`src/rtl/req_port_arb.sv`:
```
// rtl/req_port_arb.sv - two-master arbiter for a shared burst request port
module req_port_arb #(
    parameter bit FIXED_PRIO = 1'b0
) (
    input  logic        clk_i,
    input  logic        rst_ni,
    // master 0
    input  logic        m0_req_valid,
    output logic        m0_req_ready,
    input  logic        m0_req_we,
    input  logic [2:0]  m0_req_len,
    input  logic [3:0]  m0_req_mask,
    input  logic [31:0] m0_req_addr,
    input  logic        m0_write_valid,
    output logic        m0_write_ready,
    input  logic [31:0] m0_write_data,
    output logic        m0_read_valid,
    output logic [31:0] m0_read_data,
    input  logic        m0_read_ack,
    // master 1
    input  logic        m1_req_valid,
    output logic        m1_req_ready,
    input  logic        m1_req_we,
    input  logic [2:0]  m1_req_len,
    input  logic [3:0]  m1_req_mask,
    input  logic [31:0] m1_req_addr,
    input  logic        m1_write_valid,
    output logic        m1_write_ready,
    input  logic [31:0] m1_write_data,
    output logic        m1_read_valid,
    output logic [31:0] m1_read_data,
    input  logic        m1_read_ack,
    // slave
    output logic        s_req_valid,
    input  logic        s_req_ready,
    output logic        s_req_we,
    output logic [2:0]  s_req_len,
    output logic [3:0]  s_req_mask,
    output logic [31:0] s_req_addr,
    output logic        s_write_valid,
    input  logic        s_write_ready,
    output logic [31:0] s_write_data,
    input  logic        s_read_valid,
    input  logic [31:0] s_read_data,
    output logic        s_read_ack,
    // current owner {m1,m0}
    output logic [1:0]  grant
);

    typedef enum logic [1:0] {IDLE, REQ, WDATA, RDATA} state_t;

    state_t      state, state_d;
    logic [1:0]  grant_d;
    logic        ptr, ptr_d;          // 0: m0 wins next tie, 1: m1 wins next tie
    logic [2:0]  cnt, cnt_d;          // remaining beats minus one
    logic        req_we_d;
    logic [2:0]  req_len_d;
    logic [3:0]  req_mask_d;
    logic [31:0] req_addr_d;
    logic        pick_m1;
    logic        wr_valid_g;
    logic        rd_ack_g;

    // Read data fans out to both masters; only read_valid is qualified by grant.
    assign m0_read_data = s_read_data;
    assign m1_read_data = s_read_data;

    // Tie winner: m1 under fixed priority, otherwise whoever the pointer names.
    assign pick_m1 = (m0_req_valid && m1_req_valid) ? (FIXED_PRIO ? 1'b1 : ptr)
                                                     : m1_req_valid;

    assign wr_valid_g = grant[1] ? m1_write_valid : m0_write_valid;
    assign rd_ack_g   = grant[1] ? m1_read_ack    : m0_read_ack;

    // State, grant, pointer, beat counter and latched request fields.
    always_ff @(posedge clk_i) begin
        if (!rst_ni) begin
            state      <= IDLE;
            grant      <= 2'b00;
            ptr        <= 1'b0;
            cnt        <= 3'd0;
            s_req_we   <= 1'b0;
            s_req_len  <= 3'd0;
            s_req_mask <= 4'd0;
            s_req_addr <= 32'd0;
        end else begin
            state      <= state_d;
            grant      <= grant_d;
            ptr        <= ptr_d;
            cnt        <= cnt_d;
            s_req_we   <= req_we_d;
            s_req_len  <= req_len_d;
            s_req_mask <= req_mask_d;
            s_req_addr <= req_addr_d;
        end
    end

    // Next-state logic and per-state steering of handshakes between master and slave.
    always_comb begin
        state_d        = state;
        grant_d        = grant;
        ptr_d          = ptr;
        cnt_d          = cnt;
        req_we_d       = s_req_we;
        req_len_d      = s_req_len;
        req_mask_d     = s_req_mask;
        req_addr_d     = s_req_addr;
        s_req_valid    = 1'b0;
        s_write_valid  = 1'b0;
        s_write_data   = grant[1] ? m1_write_data : m0_write_data;
        s_read_ack     = 1'b0;
        m0_req_ready   = 1'b0;
        m1_req_ready   = 1'b0;
        m0_write_ready = 1'b0;
        m1_write_ready = 1'b0;
        m0_read_valid  = 1'b0;
        m1_read_valid  = 1'b0;

        case (state)
            IDLE: begin
                if (m0_req_valid || m1_req_valid) begin
                    state_d    = REQ;
                    grant_d    = pick_m1 ? 2'b10 : 2'b01;
                    req_we_d   = pick_m1 ? m1_req_we   : m0_req_we;
                    req_len_d  = pick_m1 ? m1_req_len  : m0_req_len;
                    req_mask_d = pick_m1 ? m1_req_mask : m0_req_mask;
                    req_addr_d = pick_m1 ? m1_req_addr : m0_req_addr;
                end
            end
            REQ: begin
                s_req_valid = 1'b1;
                if (s_req_ready) begin
                    m0_req_ready = grant[0];
                    m1_req_ready = grant[1];
                    cnt_d        = s_req_len;
                    state_d      = s_req_we ? WDATA : RDATA;
                end
            end
            WDATA: begin
                s_write_valid  = wr_valid_g;
                m0_write_ready = s_write_ready & grant[0];
                m1_write_ready = s_write_ready & grant[1];
                if (wr_valid_g && s_write_ready) begin
                    if (cnt == 3'd0) begin
                        state_d = IDLE;
                        grant_d = 2'b00;
                        ptr_d   = grant[0];
                    end else begin
                        cnt_d = cnt - 3'd1;
                    end
                end
            end
            RDATA: begin
                m0_read_valid = s_read_valid & grant[0];
                m1_read_valid = s_read_valid & grant[1];
                s_read_ack    = rd_ack_g;
                if (s_read_valid && rd_ack_g) begin
                    if (cnt == 3'd0) begin
                        state_d = IDLE;
                        grant_d = 2'b00;
                        ptr_d   = grant[0];
                    end else begin
                        cnt_d = cnt - 3'd1;
                    end
                end
            end
            default: begin
                state_d = IDLE;
                grant_d = 2'b00;
            end
        endcase
    end

endmodule

```
`config.mk`:
```
export PLATFORM = sky130hd
export DESIGN_NAME = req_port_arb
export DESIGN_NICKNAME = d
export VERILOG_FILES = /design/src/rtl/req_port_arb.sv
export SDC_FILE = /design/constraint.sdc
export NUM_CORES = 1
export LEC_CHECK = 0
export ABC_CLOCK_PERIOD_IN_PS = 1900
export CORE_AREA = 4 4 127 129
export CTS_CLUSTER_SIZE = 40
export DETAILED_ROUTE_END_ITERATION = 10
export DIE_AREA = 0 0 131 133
export PLACE_DENSITY_LB_ADDON = 0.2
export SKIP_LAST_GASP = 1
export SYNTH_ARGS = -nofsm -noshare
export SYNTH_HDL_FRONTEND = slang
export SYNTH_SLANG_ARGS = --single-unit
```
`constraint.sdc`:
```
create_clock -name clk_i -period 1.9 [get_ports clk_i]
set_input_delay 0.38 -clock clk_i [delete_from_list [all_inputs] [get_ports clk_i]]
set_output_delay 0.38 -clock clk_i [all_outputs]
set_load 0.02 [all_outputs]
```
==> flow_summary.yaml <==
critical_path:
  start_kind: "flop"
  critPathRequiredTime_ns: 1.52
  cpPeakStageDelay_ns: 0.41
  r2r_start: "grant[1]"
  crit_buf_inv: 2
  worstRegToRegCells: 8
  rrSetupSlack_ns: 0.07
  path_cells: "bufbuf_16, mux2_2, buf_2"
  cp-end-kind: "output port"
  crit_slowest_cell: "dfxtp_4"
  cp_top_family: "buffers and inverters"
  reg2reg_to: "state[1]"
  critPathKind: "flop to output port"
  cp_max_fo: 10
  cp.arrival_ns: 1.51
timing:
  finClkSkew_ns: 0.00381
  setup-violations-final: 0
  grt_setup_unrepaired: "true"
  drv_slew: 0
  hold_viol: 0
  fin_crit_sh_pct: 99.6
  worstMarginPinSlew_ns: 0.361
  fmax_ghz: 0.528
  finalCriticalPeriod_ns: 1.89
  tns_ns: 0
  finalHoldWorstSlack_ns: 0.462
  max_slew_margin_pct: 75.8
hold_path:
  hold_path.startpoint: "cnt[1]"
  min_to: "cnt[1]"
  hold_path_class: "flop to flop"
  min_path_cells: 2
detailed_routing:
  routed_wl_um: 13400
  met1_length_um: 4580
  vias_per_cell: 4.33
  wl_met3_um: 1640
  wl_met2_um: 7070
  wire_per_inst_um: 18.5
  routed-via-count: 3149
  drtIter0Drc: 37
  firstDrtPassIters: 4
  drc: 0
  ant_nets: 0
  routed.top_layer: "met4"
floorplanning:
  start_util_pct: 21.3
  io_pins: 334
  die_area_sq_mm: 0.0174
  die_y_um: 133
  core_sq_mm: 0.0150
  die_x_um: 131
  rows: 45
place:
  port_buffers: 237
  placed_area_sq_mm: 0.00546
  gp_congestion: 0.733
  hpwl_um: 11300
synth:
  synth_edf_count: 0
  yosysWarnings: 0
  synth_cells: 352
  synth.distinct_cells: 34
  syn_area_sq_mm: 0.00320
  synth.avg_cell_area_sq_um: 9.08
  syn_nets: 541
  yosys_most_used_dff: "dfxtp_1"
  ys_ff_latch: 48
  synth-async-reset-ratio_pct: 0
  yosysSeqAreaShare_pct: 30.1
finish:
  area_growth_pct: 76.5
  final_cell_mix: "195 x clkdlybuf4s50_1, 46 x mux2i_1, 46 x dfxtp_1, 42 x nor2_1, 41 x a211oi_1"
  drive_gt1_share_pct: 21.0
  stdcell_area_sq_mm: 0.00564
  finalNetCount: 727
  regArea_sq_um: 966
  layout_commonest_cell: "clkdlybuf4s50_1"
  antennaDiodeCount: 0
  fillers: 1567
  multi_input_comb_area_sq_mm: 0.00167
clock_network:
  cts.sinks: 48
  cts_root_buffer: "clkbuf_16"
  clk_latency_ns: 0.29
  cts_tree: "done"
  clock_path_buffers: 2
  cts_buffers: 5
  ctsHoldBuffers: 0
  htreeDepth: 2
  path_clk_slew_ns: 0.07
status:
  status: "finished, final reports clean"
global_route:
  overflow: 0
  antenna_found_initial: 0
  grt_pass1_wl_um: 19200
  grt_usage_pct: 14.4
  grt_max_degree: 57
  first_global_vias: 3398
power_and_ir_drop:
  ir_worst_vdd_v: 0.000428
  p_leak_uw: 0.00239
  powerDensity_mw_per_mm2: 1070
job:
  drv_cap: 0
-- stage by stage --
stage	worst slack (ns)	utilization, %	instances	total power, uW
3_5_place_dp	-0.248	36.3	714	5120
4_1_cts	-0.113	38.2	727	6190
2_1_floorplan	0.116	-	352	3590
6_report	0.00694	37.5	727	6050
5_1_grt	-0.0497	37.5	727	6470
3_3_place_gp	-0.257	36.3	714	5090
-- registers in the layout, summed over array words and instances (netlist names) --
register	count
s_req_addr	32
s_req_mask	4
cnt	3
s_req_len	3
grant	2
state	2
ptr	1
s_req_we	1
-- synthesized netlist by cell type (2+ instances only) --
master,count,area share [%]
a211oi_1,41,9.6
and2_1,2,0.39
and3_1,7,1.4
buf_2,10,1.6
buf_4,64,15
clkbuf_1,12,1.4
dfxtp_1,48,30
ha_1,2,0.78
inv_1,5,0.59
mux2_2,33,12
mux2i_1,47,15
nand2_1,11,1.3
nand2b_1,2,0.39
nor2_1,42,4.9
nor2b_1,3,0.59
nor3_1,3,0.47
o21ai_0,2,0.31
o31a_1,2,0.55
-- how the worst max path moves through the flow --
stage	from	end	slack, ns	depth (start not counted)
after CTS	grant[1]	s_write_data[16]	-0.11	3
after detailed placement	s_req_ready	m0_req_ready	-0.25	3
after global placement	s_req_ready	m0_req_ready	-0.26	3
after global routing	grant[1]	s_write_valid	-0.05	6
after floorplan	grant[1]	s_write_data[10]	0.12	3
final	grant[1]	s_write_data[1]	0.007	3
-- where the power goes --
| part | leakage [uW] | internal [uW] | switching [uW] |
|---|---|---|---|
| combinational | 0.00191 | 1820 | 1720 |
| clock | 0.0000772 | 527 | 396 |
| sequential | 0.000399 | 1360 | 224 |
-- area by class of cell --
cell class | instances | share of cell area, %
Timing Repair Buffer | 266 | 45.9
Multi-Input combinational cell | 211 | 29.7
Sequential cell | 48 | 17.1
Clock buffer | 6 | 2.46
Inverter | 6 | 0.399
Clock inverter | 2 | 0.244
Tap cell | 188 | 4.17
-- worst min-delay path, cell delays in order, from the launching register on --
cell,delay [ns]
dfxtp_1,0.31
nand2_1,0.05
mux2i_1,0.05
-- timing repair --
item / 4_1_cts / 5_1_grt
cloned: 2 / 0
buffers inserted: 3 / 0
setup endpoints to repair: 41 / 37
resized for setup: 89 / 36
-- layer usage --
layer / vias up / track usage, %
li1: 1548 / -
met1: 1385 / 14.2
met2: 197 / 27.2
met3: 19 / 6.38
met4: 0 / 3.20
met5: - / 0
-- kinds of logic (layout without fill, tap and decap cells) --
group | after synthesis | in the layout | share of synthesized area (%)
buf+inv | 93 | 280 | 19.1
mux | 80 | 80 | 26.4
simple gates | 73 | 73 | 10.3
compound gates | 56 | 56 | 13.4
flops | 48 | 48 | 30.1
fa+ha+maj | 2 | 2 | 0.783
Power figures use the tool's default switching activity.
